`src/rtl/apb_bridge_ctrl.sv`:
```
// AHB-to-APB bridge controller.
// Accepts single AHB transfers in IDLE or ENABLE, decodes the address into
// one of three APB slave selects and runs the APB SETUP/ENABLE handshake.
// Writes take one extra wait state (WWAIT) so that Hwdata, valid in the AHB
// data phase, can be captured before the APB setup phase. Bad transfers get
// a two-cycle AHB ERROR response without touching the APB side.
module apb_bridge_ctrl (
  input  logic        Hclk,
  input  logic        Hreset,
  input  logic [1:0]  Htrans,
  input  logic [2:0]  Hsize,
  input  logic        Hreadyin,
  input  logic [31:0] Haddr,
  input  logic        Hwrite,
  input  logic [31:0] Hwdata,
  output logic [31:0] Hrdata,
  output logic [1:0]  Hresp,
  output logic        Hreadyout,
  input  logic [31:0] Prdata,
  output logic [31:0] Paddr,
  output logic [31:0] Pwdata,
  output logic        Pwrite,
  output logic [2:0]  Pselx,
  output logic        Penable
);

  localparam logic [2:0] ST_IDLE   = 3'd0;
  localparam logic [2:0] ST_WWAIT  = 3'd1;
  localparam logic [2:0] ST_SETUP  = 3'd2;
  localparam logic [2:0] ST_ENABLE = 3'd3;
  localparam logic [2:0] ST_ERR1   = 3'd4;
  localparam logic [2:0] ST_ERR2   = 3'd5;

  localparam logic [1:0] RESP_OKAY  = 2'b00;
  localparam logic [1:0] RESP_ERROR = 2'b01;

  // Map an address onto the one-hot APB select; 000 means unmapped.
  function automatic logic [2:0] decode_sel(input logic [31:0] addr);
    logic [2:0] sel;
    case (addr[31:26])
      6'b100000: sel = 3'b001;  // 0x8000_0000 - 0x83FF_FFFF
      6'b100001: sel = 3'b010;  // 0x8400_0000 - 0x87FF_FFFF
      6'b100010: sel = 3'b100;  // 0x8800_0000 - 0x8BFF_FFFF
      default:   sel = 3'b000;
    endcase
    return sel;
  endfunction

  // Only byte, halfword and word transfers fit the 32-bit APB side.
  function automatic logic size_ok(input logic [2:0] size);
    return (size <= 3'd2);
  endfunction

  logic [2:0]  state_q,     state_d;
  logic [2:0]  sel_q,       sel_d;
  logic [31:0] paddr_q,     paddr_d;
  logic [31:0] pwdata_q,    pwdata_d;
  logic        pwrite_q,    pwrite_d;
  logic [2:0]  pselx_q,     pselx_d;
  logic        penable_q,   penable_d;
  logic        hreadyout_q, hreadyout_d;
  logic [1:0]  hresp_q,     hresp_d;

  logic        accept_state_s;
  logic        sample_s;
  logic [2:0]  dec_sel_s;
  logic        good_s;

  // Qualify the AHB address phase and classify it as good or bad.
  always_comb begin
    accept_state_s = (state_q == ST_IDLE) || (state_q == ST_ENABLE);
    sample_s       = Hreadyin && ((Htrans == 2'b10) || (Htrans == 2'b11)) && accept_state_s;
    dec_sel_s      = decode_sel(Haddr);
    good_s         = (dec_sel_s != 3'b000) && size_ok(Hsize);
  end

  // Bridge state sequencing.
  always_comb begin
    state_d = state_q;
    case (state_q)
      ST_IDLE, ST_ENABLE: begin
        if (sample_s) begin
          if (good_s) begin
            state_d = Hwrite ? ST_WWAIT : ST_SETUP;
          end else begin
            state_d = ST_ERR1;
          end
        end else begin
          state_d = ST_IDLE;
        end
      end
      ST_WWAIT:  state_d = ST_SETUP;
      ST_SETUP:  state_d = ST_ENABLE;
      ST_ERR1:   state_d = ST_ERR2;
      ST_ERR2:   state_d = ST_IDLE;
      default:   state_d = ST_IDLE;
    endcase
  end

  // Address/direction/select capture on a good sample, write data on WWAIT exit.
  always_comb begin
    sel_d    = sel_q;
    paddr_d  = paddr_q;
    pwrite_d = pwrite_q;
    if (sample_s && good_s) begin
      sel_d    = dec_sel_s;
      paddr_d  = Haddr;
      pwrite_d = Hwrite;
    end else begin
      sel_d    = sel_q;
      paddr_d  = paddr_q;
      pwrite_d = pwrite_q;
    end
    if (state_q == ST_WWAIT) begin
      pwdata_d = Hwdata;
    end else begin
      pwdata_d = pwdata_q;
    end
  end

  // Output values for the state being entered, so the outputs come from flops.
  always_comb begin
    pselx_d     = 3'b000;
    penable_d   = 1'b0;
    hreadyout_d = 1'b1;
    hresp_d     = RESP_OKAY;
    case (state_d)
      ST_IDLE: begin
        pselx_d     = 3'b000;
        penable_d   = 1'b0;
        hreadyout_d = 1'b1;
        hresp_d     = RESP_OKAY;
      end
      ST_WWAIT: begin
        pselx_d     = 3'b000;
        penable_d   = 1'b0;
        hreadyout_d = 1'b0;
        hresp_d     = RESP_OKAY;
      end
      ST_SETUP: begin
        pselx_d     = sel_d;
        penable_d   = 1'b0;
        hreadyout_d = 1'b0;
        hresp_d     = RESP_OKAY;
      end
      ST_ENABLE: begin
        pselx_d     = sel_d;
        penable_d   = 1'b1;
        hreadyout_d = 1'b1;
        hresp_d     = RESP_OKAY;
      end
      ST_ERR1: begin
        pselx_d     = 3'b000;
        penable_d   = 1'b0;
        hreadyout_d = 1'b0;
        hresp_d     = RESP_ERROR;
      end
      ST_ERR2: begin
        pselx_d     = 3'b000;
        penable_d   = 1'b0;
        hreadyout_d = 1'b1;
        hresp_d     = RESP_ERROR;
      end
      default: begin
        pselx_d     = 3'b000;
        penable_d   = 1'b0;
        hreadyout_d = 1'b1;
        hresp_d     = RESP_OKAY;
      end
    endcase
  end

  // State and output registers; reset aborts any transfer in flight.
  always_ff @(posedge Hclk or posedge Hreset) begin
    if (Hreset) begin
      state_q     <= ST_IDLE;
      sel_q       <= 3'b000;
      paddr_q     <= 32'h0000_0000;
      pwdata_q    <= 32'h0000_0000;
      pwrite_q    <= 1'b0;
      pselx_q     <= 3'b000;
      penable_q   <= 1'b0;
      hreadyout_q <= 1'b1;
      hresp_q     <= RESP_OKAY;
    end else begin
      state_q     <= state_d;
      sel_q       <= sel_d;
      paddr_q     <= paddr_d;
      pwdata_q    <= pwdata_d;
      pwrite_q    <= pwrite_d;
      pselx_q     <= pselx_d;
      penable_q   <= penable_d;
      hreadyout_q <= hreadyout_d;
      hresp_q     <= hresp_d;
    end
  end

  assign Paddr     = paddr_q;
  assign Pwdata    = pwdata_q;
  assign Pwrite    = pwrite_q;
  assign Pselx     = pselx_q;
  assign Penable   = penable_q;
  assign Hreadyout = hreadyout_q;
  assign Hresp     = hresp_q;
  // Read data passes straight through; it is meaningful in ENABLE of a read.
  assign Hrdata    = Prdata;

endmodule
```
`config.mk`:
```
export PLATFORM = sky130hd
export DESIGN_NAME = apb_bridge_ctrl
export DESIGN_NICKNAME = d
export VERILOG_FILES = /design/src/rtl/apb_bridge_ctrl.sv
export SDC_FILE = /design/constraint.sdc
export NUM_CORES = 1
export LEC_CHECK = 0
export CORE_MARGIN = 2
export CORE_UTILIZATION = 39
export DETAILED_ROUTE_END_ITERATION = 12
export PLACE_DENSITY = 0.86
export REMOVE_ABC_BUFFERS = 1
export SLEW_MARGIN = 20
export SYNTH_ARGS = -nofsm -noshare
export SYNTH_HDL_FRONTEND = slang
export SYNTH_SLANG_ARGS = --single-unit
```
`constraint.sdc`:
```
create_clock -name Hclk -period 4.6 [get_ports Hclk]
set_input_delay 0.92 -clock Hclk [delete_from_list [all_inputs] [get_ports Hclk]]
set_output_delay 0.92 -clock Hclk [all_outputs]
set_load 0.05 [all_outputs]
```
======== Word-level counts from Yosys, hierarchy flattened ========
Index checks and enable logic that the tools add are counted.
W data, S select, Z words.
storage, ports and cells
  flip-flop bits (word level) ............. 78
  bits in latches ......................... 0
  memory bits (writable) .................. 0
  ROM bits ................................ 0
  input port bits ......................... 105
  output and inout port bits .............. 104
  logic and storage cells ................. 46
  memories ................................ 0
cells by class
  add/sub/neg operators ................... 0
  multipliers ............................. 0
  divide/modulo/power cells ............... 0
  $lt $le $gt $ge ......................... 1
  equality and inequality tests ........... 14
  shifts and indexed selects .............. 0
  mux-type cells .......................... 10
  bitwise logic cells ..................... 0
  reductions and logical operators ........ 12
operator list
  cell                  number
  $eq A6 B6 Y1 const B  3
  $eq A3 B2 Y1 const B  4
  $mux W3               4
  $pmux W3 S4           1
  $eq A3 B3 Y1 const B  3
  $pmux W3 S3           1
  $eq A3 B1 Y1 const B  2
  $reduce_or A2 Y1      3
  $eq A2 B2 Y1 const B  2
  $logic_and A1 B1 Y1   4
  $le A3 B2 Y1 const B  1
  $logic_not A3 Y1      1
  $mux W1               3
  $reduce_bool A3 Y1    1
  $reduce_or A3 Y1      1
  $logic_or A1 B1 Y1    2
  $mux W2               1

======== Logic depth before layout (Yosys ltp) ========
  depth after elaboration ................. 10
  gate-level depth with buffers ........... 5
  mapped depth without buffers ............ 4

======== Least setup slack after synthesis ========
Ideal clock, no wire load.
  path kind ............................... in2reg
  start point ............................. in Haddr[27]
  end point ............................... reg paddr_q[13] (netlist: Paddr[13])
  setup time .............................. 0.125 ns
  arrival ................................. 2.141 ns
  data required time ...................... 4.475 ns
  setup slack ............................. 2.334 ns
  stages on the path ...................... 5
  buffers on the path ..................... 1
  cells stage by stage .................... a211oi_1 > nand3_1 > nor4_4 > buf_6 > mux2_2
between the ends
  word-level cells in the longest chain between the ends .. 5
  elaborated cells on any way between the ends .. 7
  classes of those cells .................. 3 x eq/ne; 1 x mux; 3 x reduce/logical
ends and longest elaborated chain
  what                    RTL line  text
  start: declaration      13        input logic [31:0] Haddr,
  $eq A6 B6 Y1            40        case (addr[31:26])
  $pmux W3 S3 *           40
  $reduce_bool A3 Y1 *    74        good_s = (dec_sel_s != 3'b000) && size_ok(Hsize);
  $logic_and A1 B1 Y1 *   74
  $logic_and A1 B1 Y1 *   105       if (sample_s && good_s) begin
  end signal: assignment  188       paddr_q <= paddr_d;
  end: declaration        56        logic [31:0] paddr_q, paddr_d;
Every way passes the cells marked *; elsewhere a longest branch is shown, timed or not.
A chain may end at the register's enable or synchronous reset.

======== Final worst setup path ========
  start point ............................. in Haddr[27]
  end point ............................... reg paddr_q[2] (netlist: Paddr[2])
Same word-level chain as after synthesis.

==> flow_summary.json <==
{
  "first_global_vias": 2315,
  "worst-setup-path-type": "primary input to flop",
  "drv_slew": 0,
  "place_inst": 429,
  "tritoncts": "yes",
  "max_slew_margin_pct": 41.7,
  "setup_viol": 0,
  "postRouteAntennaNets": 0,
  "finalNonFillerCells": 445,
  "wirelength_um": 7750,
  "fp-row-count": 33,
  "crit_fanout": 41,
  "finalPower_mw": 3.17,
  "grt_pass1_wl_um": 11700,
  "viasPerCell": 4.79,
  "coreArea_um2": 8090,
  "syn_area_um2": 3210,
  "cts_setup_buffers": 0,
  "crit_chain": "clkdlybuf4s50_1, a211oi_1, nand3_1, nor4_4, buf_4, mux2_2",
  "start_util_pct": 39.7,
  "power_density_nw_per_um2": 672,
  "clk_pin_slew_ns": 0.07,
  "fp.dieW_um": 94.7,
  "cp_data_arrival_time_ns": 2.95,
  "ys_ff_latch": 77,
  "period_share_pct": 59.4,
  "final_nets": 440,
  "synth_cell_types": 28,
  "antenna_found_initial": 0,
  "drive_gt1_share_pct": 25.3,
  "first_pass_iters": 6,
  "gp_congestion": 0.695,
  "fmax_mhz": 366,
  "crit_required_ns": 4.82,
  "worst_pin_slew_ns": 0.874,
  "numCtsBuffers": 9,
  "clock_path_buffers": 2,
  "cpMaxStageDelayCell": "clkdlybuf4s50_1",
  "syn_avg_cell_area_um2": 14.6,
  "drc": 0,
  "max_stage_delay_ns": 0.49,
  "ctsHoldBuffers": 0,
  "startpoint_type": "primary input",
  "insertion_delay_ns": 0.34,
  "clockRootBuffer": "clkbuf_8",
  "irDropWorstVdd_v": 0.000213,
  "cts_sinks": 77,
  "gr-total-overflow": 0,
  "fill_cells": 658,
  "hold_class": "flop to flop",
  "syn_to_final_growth_pct": 47.1,
  "most-common-layout-cells": "clkdlybuf4s50_1 (142), dfrtp_1 (76), mux2_2 (62), clkbuf_8 (10), nor2b_1 (8)",
  "multi_input_area_um2": 965,
  "skew_ns": 0.0130,
  "final-hold-violation-count": 0,
  "drt-initial-drc-count": 48,
  "dp_hpwl_um": 5830,
  "p_leak_nw": 2.06,
  "ys_seq_area_share_pct": 60.1,
  "die_y_um": 94.7,
  "io_buffer_count": 142,
  "vias": 2133,
  "syn-instance-count": 220,
  "grt_max_degree": 53,
  "rsz0062_at_grt": "no",
  "grt_usage_pct": 17.7,
  "diodes": 0,
  "seqCellArea_um2": 1930,
  "pin_count": 209,
  "cts-resized-gates": 0,
  "htreeDepth": 3,
  "final.setup.tns_ns": 0,
  "crit_path_end_kind": "flop",
  "dieArea_um2": 8970,
  "max-cap-violations": 0,
  "routedWlPerCell_um": 17.4,
  "yosys_warnings": 0,
  "fin_crit_ns": 2.73,
  "mostFrequentLayoutCell": "clkdlybuf4s50_1",
  "status": "complete, no violations"
}
[state kept, by name (all words and copies together), names as in the netlist]
name / cells
Hreadyout: 1
Hresp: 1
Paddr: 32
Penable: 1
Pselx: 3
Pwdata: 32
Pwrite: 1
sel_q: 3
state_q: 3
[cells in the mapped netlist (all sizes together)]
cell type	number	area, um2
dfrtp	76	1900
mux2	64	721
buf	40	308
nor2b	8	50.1
nor2	4	15.0
a22o	3	26.3
a31o	2	17.5
and2	2	12.5
inv	2	7.51
nand2	2	7.51
nand2b	2	12.5
nor3	2	10.0
a211oi	1	7.51
a21o	1	7.51
clkbuf	1	3.75
conb	1	3.75
dfstp	1	26.3
nand3	1	5.00
nor3b	1	7.51
nor4	1	21.3
o21ai	1	5.00
o2bb2ai	1	8.76
or2	1	6.26
xnor2	1	8.76
xor2	1	8.76
[worst max-delay path, delay by kind of cell]
family | cells | cell delay (ns)
mux | 1 | 0.39
compound gates | 1 | 0.28
buf+inv | 2 | 0.95
simple gates | 2 | 0.38
[path summary, 6_finish.rpt]
| check | cells past startpoint | startpoint | to | slack (ns) |
|---|---|---|---|---|
| min in group asynchronous | 2 | Hreset | Pwdata[24] | 1.06 |
| hold / removal | 1 | Paddr[31] | Paddr[31] | 0.47 |
| setup reg to reg | 4 | state_q[1] | Paddr[2] | 2.72 |
| setup / recovery | 6 | Haddr[27] | Paddr[2] | 1.87 |
| hold reg to reg | 1 | Paddr[31] | Paddr[31] | 0.47 |
| max in group asynchronous | 3 | Hreset | Paddr[21] | 2.68 |
[routing by layer]
metal / GRT usage [%] / routed length (um)
met5: 4.17 / 0
met4: 6.88 / 117
met3: 10.9 / 1160
met2: 24.8 / 3310
met1: 21.7 / 3160
[power breakdown]
group          switching [mW]  internal (mW)  leakage, nW
Combinational           0.950          0.604        0.949
Clock                   0.233          0.376        0.117
Sequential              0.118          0.891        0.991
[area by class of cell]
class	instances	area share [%]
clock buffers	12	3.08
multi-input cells	100	20.4
inverters	2	0.186
well taps	105	2.78
clock inverters	4	2.07
flip-flops and latches	77	40.9
repair buffers	145	30.6
[through the flow]
stage          worst slack (ns)  cell area (um2)  util, %  hold slack [ns]
4_1_cts                    1.88             4720     58.3            0.481
5_1_grt                    1.71             4720     58.3            0.500
3_5_place_dp               1.51             4480     55.3            0.464
3_3_place_gp               1.55             4480     55.3            0.455
6_report                   1.87             4720     58.3            0.470
2_1_floorplan              1.49             2900        -            0.469
[kinds of logic after synthesis]
kind of cell	after synthesis	synth area share, %
buffers and inverters	43	9.94
other	1	0.117
AO/OA/AOI/OAI	9	2.26
AND/OR/NAND/NOR	24	4.60
flip-flops	77	60.1
multiplexers	64	22.5
XOR/XNOR	2	0.546
Note: power is estimated with default switching activity, not from simulation.
